**src/rtl/stage_control.sv**
```systemverilog
// stage_control: five-stage instruction strobe sequencer with retire counter
//
// Ports:
//   Clock        single clock, rising-edge state updates
//   Reset        synchronous active-high reset
//   ClockCount   current stage number 1..5 from the upstream stage counter
//   Opcode       instruction opcode, sampled at stage 2
//   BranchCond   ALU branch condition, sampled at stage 3
//   IRLoad, PCIncrement                       stage-1 fetch strobes
//   RegRead, ALUEnable, MemRead, MemWrite,
//   RegWrite, PCLoad                          per-stage strobes
//   InstrDone    one-cycle retirement pulse
//   RetireCount  retired-instruction count (COUNT_W bits, wraps)
//   SeqError     sticky stage-sequence error flag
//
// Macro STAGE_SEQ_CHECK_EN: when defined, a stage-sequence violation halts
// in ERROR with SeqError set until Reset; otherwise the block silently
// resynchronises and SeqError stays 0.
module stage_control #(
  parameter int COUNT_W = 16
) (
  input  logic               Clock,
  input  logic               Reset,
  input  logic [2:0]         ClockCount,
  input  logic [3:0]         Opcode,
  input  logic               BranchCond,
  output logic               IRLoad,
  output logic               PCIncrement,
  output logic               RegRead,
  output logic               ALUEnable,
  output logic               MemRead,
  output logic               MemWrite,
  output logic               RegWrite,
  output logic               PCLoad,
  output logic               InstrDone,
  output logic [COUNT_W-1:0] RetireCount,
  output logic               SeqError
);
  typedef enum logic [1:0] {SYNC, RUN, ERROR} state_t;
  state_t state;
  logic [2:0] prev_cc;
  logic [3:0] op_reg;
  logic taken_reg;
  logic [2:0] next_cc;
  logic go;
  logic violation;
  // go: ClockCount is the stage we may act on this edge
  always_comb begin
    next_cc = (prev_cc == 3'd5) ? 3'd1 : prev_cc + 3'd1;
    go = (state == SYNC) ? (ClockCount == 3'd1) : (state == RUN) && (ClockCount == next_cc);
    violation = (state == RUN) && (ClockCount != next_cc);
  end
  always_ff @(posedge Clock) begin
    if (Reset) begin
      state       <= SYNC;
      prev_cc     <= 3'd0;
      op_reg      <= 4'h0;
      taken_reg   <= 1'b0;
      IRLoad      <= 1'b0;
      PCIncrement <= 1'b0;
      RegRead     <= 1'b0;
      ALUEnable   <= 1'b0;
      MemRead     <= 1'b0;
      MemWrite    <= 1'b0;
      RegWrite    <= 1'b0;
      PCLoad      <= 1'b0;
      InstrDone   <= 1'b0;
      RetireCount <= '0;
      SeqError    <= 1'b0;
    end else begin
      IRLoad      <= go && ClockCount == 3'd1;
      PCIncrement <= go && ClockCount == 3'd1;
      RegRead     <= go && ClockCount == 3'd2;
      ALUEnable   <= go && ClockCount == 3'd3;
      MemRead     <= go && ClockCount == 3'd4 && op_reg == 4'h8;
      MemWrite    <= go && ClockCount == 3'd4 && op_reg == 4'h9;
      RegWrite    <= go && ClockCount == 3'd5 && op_reg <= 4'h8;
      PCLoad      <= go && ClockCount == 3'd5 && op_reg == 4'hA && taken_reg;
      InstrDone   <= go && ClockCount == 3'd5;
      if (go && ClockCount == 3'd5) RetireCount <= RetireCount + COUNT_W'(1);
      if (go && ClockCount == 3'd2) op_reg <= Opcode;
      if (go && ClockCount == 3'd3) taken_reg <= BranchCond;
      if (go) begin
        state   <= RUN;
        prev_cc <= ClockCount;
      end else if (violation) begin
`ifdef STAGE_SEQ_CHECK_EN
        state    <= ERROR;
        SeqError <= 1'b1;
`else
        state    <= SYNC;
`endif
      end
    end
  end
endmodule

```
**config.mk**
```make
export PLATFORM = sky130hd
export DESIGN_NAME = stage_control
export DESIGN_NICKNAME = d
export VERILOG_FILES = /design/src/rtl/stage_control.sv
export SDC_FILE = /design/constraint.sdc
export NUM_CORES = 1
export LEC_CHECK = 0
export ABC_CLOCK_PERIOD_IN_PS = 2000
export BUFFER_PORTS_ARGS = -buffer_cell sky130_fd_sc_hd__buf_2
export CORE_ASPECT_RATIO = 0.7
export CORE_MARGIN = 2
export CORE_UTILIZATION = 34
export CTS_CLUSTER_DIAMETER = 100
export DETAILED_ROUTE_END_ITERATION = 10
export GPL_TIMING_DRIVEN = 0
export PLACE_DENSITY_LB_ADDON = 0.1
export SETUP_SLACK_MARGIN = 0.02
export SYNTH_ARGS = -nofsm -noshare
export SYNTH_HDL_FRONTEND = slang
export SYNTH_SLANG_ARGS = --single-unit
```
**constraint.sdc**
```tcl
create_clock -name Clock -period 2 [get_ports Clock]
set_input_delay 0.2 -clock Clock [delete_from_list [all_inputs] [get_ports Clock]]
set_output_delay 0.2 -clock Clock [all_outputs]
set_load 0.005 [all_outputs]
```
==> results of run 1 <==
report_power, final:
group | internal [mW] | switching [mW]
Combinational | 0.0230 | 0.0382
Sequential | 0.656 | 0.00257
Clock | 0.362 | 0.244
critical path: stages, from the launching register on:
cell and delay, ns:
dfxtp_4 0.34, or3b_4 0.40, or4b_4 0.56, buf_8 0.15, or4_1 0.39, a21oi_1 0.13
Yosys cell counts (2+ instances only):
library cell | instances | area share (%)
dfxtp_1 | 33 | 42
nor2_1 | 21 | 5.0
a21oi_1 | 10 | 3.2
nand3_1 | 8 | 2.5
clkbuf_1 | 7 | 1.7
mux2i_1 | 7 | 4.4
nand2_1 | 7 | 1.7
nor2b_1 | 7 | 2.8
and4_1 | 5 | 2.8
nor3_1 | 5 | 1.6
o21ai_0 | 5 | 1.6
nand2b_1 | 4 | 1.6
nand4_1 | 4 | 1.6
nor3b_1 | 4 | 1.9
or3_1 | 4 | 1.6
xnor2_1 | 4 | 2.2
xor2_1 | 4 | 2.2
a211oi_1 | 3 | 1.4
inv_1 | 3 | 0.71
mux2_2 | 3 | 2.1
nand3b_1 | 3 | 1.4
a22oi_1 | 2 | 0.95
buf_1 | 2 | 0.48
buf_4 | 2 | 0.95
nand4b_1 | 2 | 1.1
or4b_2 | 2 | 1.3
layer usage:
| layer | up-vias | track usage (%) |
|---|---|---|
| met2 | 36 | 27.1 |
| met3 | 2 | 4.63 |
| met4 | 0 | 5.44 |
| met1 | 681 | 23.0 |
| met5 | - | 0 |
| li1 | 730 | - |
layout make-up:
cell class / instances / share of cell area (%)
Inverter: 3 / 0.560
Multi-Input combinational cell: 129 / 43.2
Clock inverter: 2 / 1.74
Sequential cell: 33 / 33.3
Buffer: 12 / 3.18
Tap cell: 55 / 3.42
Clock buffer: 5 / 3.42
Timing Repair Buffer: 41 / 11.2
stage by stage:
stage	total power, mW	setup WS, ns	TNS, ns	utilization [%]	instance area, um2
floorplan	0.713	0.0278	0	-	1580
global placement	0.735	-0.227	-0.901	41.3	1820
CTS	1.34	-0.0550	-0.0550	45.2	1990
global route	1.38	-0.0797	-0.0961	45.6	2010
finish	1.33	-0.0334	-0.0334	45.6	2010
detailed placement	0.736	-0.189	-0.936	41.3	1820
cell families after synthesis:
| group | after synthesis | synth area share [%] |
|---|---|---|
| AND/OR/NAND/NOR | 83 | 30.9 |
| AO/OA/AOI/OAI | 26 | 10.3 |
| adder cells (fa/ha/maj) | 1 | 0.794 |
| multiplexers | 10 | 6.59 |
| other | 1 | 0.238 |
| buffers and inverters | 16 | 4.84 |
| flip-flops | 33 | 41.9 |
| XOR/XNOR | 8 | 4.44 |
what timing repair did:
item                                    in CTS  in global routing
endpoints found under the setup margin       9                  9
buffers inserted                             6                  1
gates resized for setup                      8                  6
pin swaps                                    5                  4
hold buffers                                 0                  0
cloned                                       1                  0
worst max-delay path by stage:
stage	startpoint	end	slack (ns)
2_1_floorplan	prev_cc[1]	RetireCount[15]	0.03
3_3_place_gp	prev_cc[2]	RetireCount[14]	-0.23
3_5_place_dp	prev_cc[2]	RetireCount[14]	-0.19
4_1_cts	prev_cc[1]	RetireCount[15]	-0.05
5_1_grt	prev_cc[2]	RetireCount[15]	-0.08
6_report	prev_cc[1]	RetireCount[15]	-0.03
==> results.sh, run 1 <==
export IMPL_status="complete, but fails checks"
export IMPL_violations="setup timing"
export IMPL_ant_nets=0
export IMPL_fin_crit_ns=2.03
export IMPL_clockBufferDepth=2
export IMPL_ios=36
export IMPL_wl_per_cell_um=14.6
export IMPL_wl_mm=4.10
export IMPL_first_global_vias=1362
export IMPL_rr_endpoint="RetireCount[15]"
export IMPL_whs_endpoint="op_reg[1]"
export IMPL_start_kind="register"
export IMPL_gp_congestion=0.766
export IMPL_ff2ff_setup_slack_ns=-0.03
export IMPL_clkTransAtPathRegs_ns=0.07
export IMPL_yosysWarnings=0
export IMPL_cap_viol_max_count=0
export IMPL_largest_reg_flops=16
export IMPL_syn_avg_cell_area_um2=8.86
export IMPL_regArea_um2=668
export IMPL_power_density_nw_per_um2=660
export IMPL_required_ns=2.21
export IMPL_die_area_um2=5210
export IMPL_vias_per_cell=5.18
export IMPL_ys_seq_area_share_pct=41.9
export IMPL_critPathMaxFanout=5
export IMPL_nets=236
export IMPL_drtIter0Drc=44
export IMPL_fillers=449
export IMPL_hold_depth=3
export IMPL_ys_seq_elements=33
export IMPL_syn_inst=178
export IMPL_skew_ns=0.00224
export IMPL_reg2reg_depth=5
export IMPL_min_path_type="in2reg"
export IMPL_setup_worst_path_end_class="register"
export IMPL_ir_drop_v=0.000308
export IMPL_cts_root_buffer="clkbuf_8"
export IMPL_grt_usage_pct=17.1
export IMPL_final_cell_mix="buf_2 (33), dfxtp_1 (31), nor2_1 (21)"
export IMPL_insertion_delay_ns=0.28
export IMPL_crit_type="reg2reg"
export IMPL_htree_levels=2
export IMPL_syn_to_final_growth_pct=27.5
export IMPL_vias=1449
export IMPL_n_antenna_cell=0
export IMPL_dr_wl_met2_mm=1.77
export IMPL_die_x_um=85.4
export IMPL_setup_viol=1
export IMPL_drt_pass1_iter_count=4
export IMPL_relSlewSlack_pct=63.7
export IMPL_synth_edff_count=0
export IMPL_r2r_start="prev_cc[1]"
export IMPL_cts_sinks=33
export IMPL_fmax_ghz=0.492
export IMPL_dp_hpwl_mm=2.88
export IMPL_setup_slack_ns=-0.0334
export IMPL_tightest_slew_ns=0.545
export IMPL_start_util_pct=35.8
export IMPL_syn_nets=189
export IMPL_multi_input_area_um2=868
export IMPL_dp_cells=266
export IMPL_io_buffers=33
export IMPL_hold_start="Opcode[1]"
export IMPL_highest_layer="met4"
export IMPL_arrival_ns=2.24
export IMPL_whs_ns=0.153
export IMPL_antenna_found_initial=0
export IMPL_final_common_cell="buf_2"
export IMPL_grt_overflow=0
export IMPL_async_reset_ff_share_pct=0
export IMPL_synth_area_um2=1580
export IMPL_min_period_over_period_pct=102
export IMPL_grt_first_pass_wirelength_mm=6.69
export IMPL_num_rows=20
export IMPL_drc=0
export IMPL_grt_max_degree=11
export IMPL_slew_violations=0
export IMPL_drive_gt1_share_pct=28.4
export IMPL_die_h_um=61.0
export IMPL_synthDistinctLibCells=43
export IMPL_ys_flop_type="dfxtp_1"
export IMPL_leakage_nw=0.836
export IMPL_fin_cells=280
export IMPL_met3_length_um=234
export IMPL_numCtsBuffers=5
export IMPL_rsz0062_at_grt="true"
export IMPL_core_area_um2=4400
export IMPL_cts_tree="yes"
export IMPL_m1WireLength_mm=2.08
export IMPL_hold_violations=0
Power figures use the tool's default switching activity.
==> inputs of run 2 (changes only) <==
--- a/config.mk
+++ b/config.mk
@@ -18,3 +18,4 @@
 export SYNTH_ARGS = -nofsm -noshare
 export SYNTH_HDL_FRONTEND = slang
 export SYNTH_SLANG_ARGS = --single-unit
+export TNS_END_PERCENT = 10
==> run 2 against run 1 <==
The flow still finishes with violations (setup timing). Non-clock buffer count fell by 4. Power rose by 3.7%. Clock-buffer cell count did not move.
==> results.sh, run 2 (synthesis gave the netlist of run 1 again) <==
export IMPL_crit_slowest_cell="or4b_4"
export IMPL_drtIter0Drc=106
export IMPL_min_path_type="in2reg"
export IMPL_slew_violations=0
export IMPL_antenna_found_initial=0
export IMPL_gp_congestion=0.823
export IMPL_grt_usage_pct=17.0
export IMPL_clockBufferDepth=2
export IMPL_slowest_delay_ns=0.54
export IMPL_die_x_um=85.4
export IMPL_insertion_delay_ns=0.30
export IMPL_post_place_ws_ns=-0.199
export IMPL_grt_first_pass_wirelength_mm=6.62
export IMPL_min_period_over_period_pct=104
export IMPL_first_global_vias=1372
export IMPL_pwr_share_seq_pct=48.0
export IMPL_numCtsBuffers=5
export IMPL_final_common_cell="buf_2"
export IMPL_io_buffers=33
export IMPL_n_antenna_cell=0
export IMPL_power_switching_uw=322
export IMPL_fin_cells=277
export IMPL_dp_cells=266
export IMPL_fin_crit_ns=2.07
export IMPL_drc=0
export IMPL_combPwrFrac_pct=4.5
export IMPL_setup_slack_ns=-0.0714
export IMPL_cts_sinks=33
export IMPL_power_frac_clock_pct=47.5
export IMPL_whs_ns=0.131
export IMPL_grt_max_degree=13
export IMPL_syn_to_final_growth_pct=26.3
export IMPL_ir_drop_v=0.000401
export IMPL_largest_reg_flops=16
export IMPL_drive_gt1_share_pct=28.4
export IMPL_required_ns=2.22
export IMPL_drt_pass1_iter_count=4
export IMPL_p_sw_share_pct=23.4
export IMPL_start_kind="register"
export IMPL_fmax_ghz=0.483
export IMPL_setup_worst_path_end_class="register"
export IMPL_grt_overflow=0
export IMPL_vias_per_cell=5.26
export IMPL_die_area_um2=5210
export IMPL_cap_viol_max_count=0
export IMPL_crit_type="reg2reg"
export IMPL_hold_violations=0
export IMPL_internal_power_mw=1.05
export IMPL_tightest_slew_ns=0.558
export IMPL_nets=232
export IMPL_wl_per_cell_um=15.0
export IMPL_core_area_um2=4400
export IMPL_vias=1458
export IMPL_worstPathCellList="or3b_4 -> or4b_4 -> buf_8 -> or4_4 -> a21oi_2"
export IMPL_clkTransAtPathRegs_ns=0.08
export IMPL_ant_nets=0
export IMPL_violations="setup timing"
export IMPL_start_util_pct=35.8
export IMPL_power_density_nw_per_um2=690
export IMPL_relSlewSlack_pct=62.8
export IMPL_wl_mm=4.16
export IMPL_status="complete, but fails checks"
export IMPL_leakage_nw=0.816
export IMPL_htree_levels=2
export IMPL_die_h_um=61.0
export IMPL_arrival_ns=2.30
export IMPL_critPathMaxFanout=7
export IMPL_final_cell_mix="buf_2 (33), dfxtp_1 (30), nor2_1 (21)"
export IMPL_dp_hpwl_mm=2.87
export IMPL_skew_ns=0.0128
export IMPL_rsz0062_at_grt="true"
export IMPL_ios=36
export IMPL_cts_root_buffer="clkbuf_8"
export IMPL_setup_viol=1
export IMPL_cts_tree="yes"
export IMPL_num_rows=20
-- run 2: routing by layer --
layer,global-route usage [%],wire (um),vias up
met1,22.8,2090,685
met5,0,0,-
li1,-,-,720
met4,7.03,51,0
met3,5.44,242,5
met2,25.6,1780,48
-- run 2: power by group through the flow --
stage | clock, mW | combinational [mW] | sequential, mW
4_1_cts | 0.668 | 0.0608 | 0.660
2_1_floorplan | 0 | 0.0381 | 0.675
3_3_place_gp | 0 | 0.0586 | 0.676
6_report | 0.653 | 0.0617 | 0.660
5_1_grt | 0.697 | 0.0681 | 0.660
3_5_place_dp | 0 | 0.0601 | 0.676
-- run 2: final timing paths --
check                  startpoint              end  slack (ns)  cells past startpoint
setup / recovery       prev_cc[2]  RetireCount[15]       -0.07                      5
hold / removal          Opcode[1]        op_reg[1]        0.13                      3
setup reg to reg       prev_cc[2]  RetireCount[15]       -0.07                      5
hold reg to reg   RetireCount[15]  RetireCount[15]        0.48                      2
-- run 2: final cells by class --
class,count,area (um2)
fill,457,2410
buffer,12,63.8
inverter,3,11.3
clock buffer,5,68.8
sequential,33,667
timing repair buffer,37,195
clock inverter,3,46.3
tap,55,68.8
multi-input combinational,129,871
-- run 2: worst max-delay path: cells and delay by family (launching register included) --
kind            cells  cell delay, ns
flops               1            0.38
compound gates      1            0.14
buf+inv             1            0.15
simple gates        3            1.33
-- run 2: what timing repair did --
action | in CTS | in global routing
gates resized for setup | 6 | 10
hold buffers | 0 | 0
cloned | 1 | 0
pin swaps | 7 | 3
setup endpoints to repair | 9 | 6
endpoints found under the hold margin | 0 | 0
buffers inserted | 1 | 2
-- run 2: metrics by stage --
step | utilization, % | cell area (um2) | power [mW] | TNS [ns]
detailed placement | 41.3 | 1820 | 0.736 | -1.17
CTS | 44.7 | 1970 | 1.39 | -0.117
floorplan | - | 1580 | 0.713 | -0.0623
global route | 45.2 | 1990 | 1.42 | -0.246
finish | 45.2 | 1990 | 1.37 | -0.0714
global placement | 41.3 | 1820 | 0.734 | -1.01
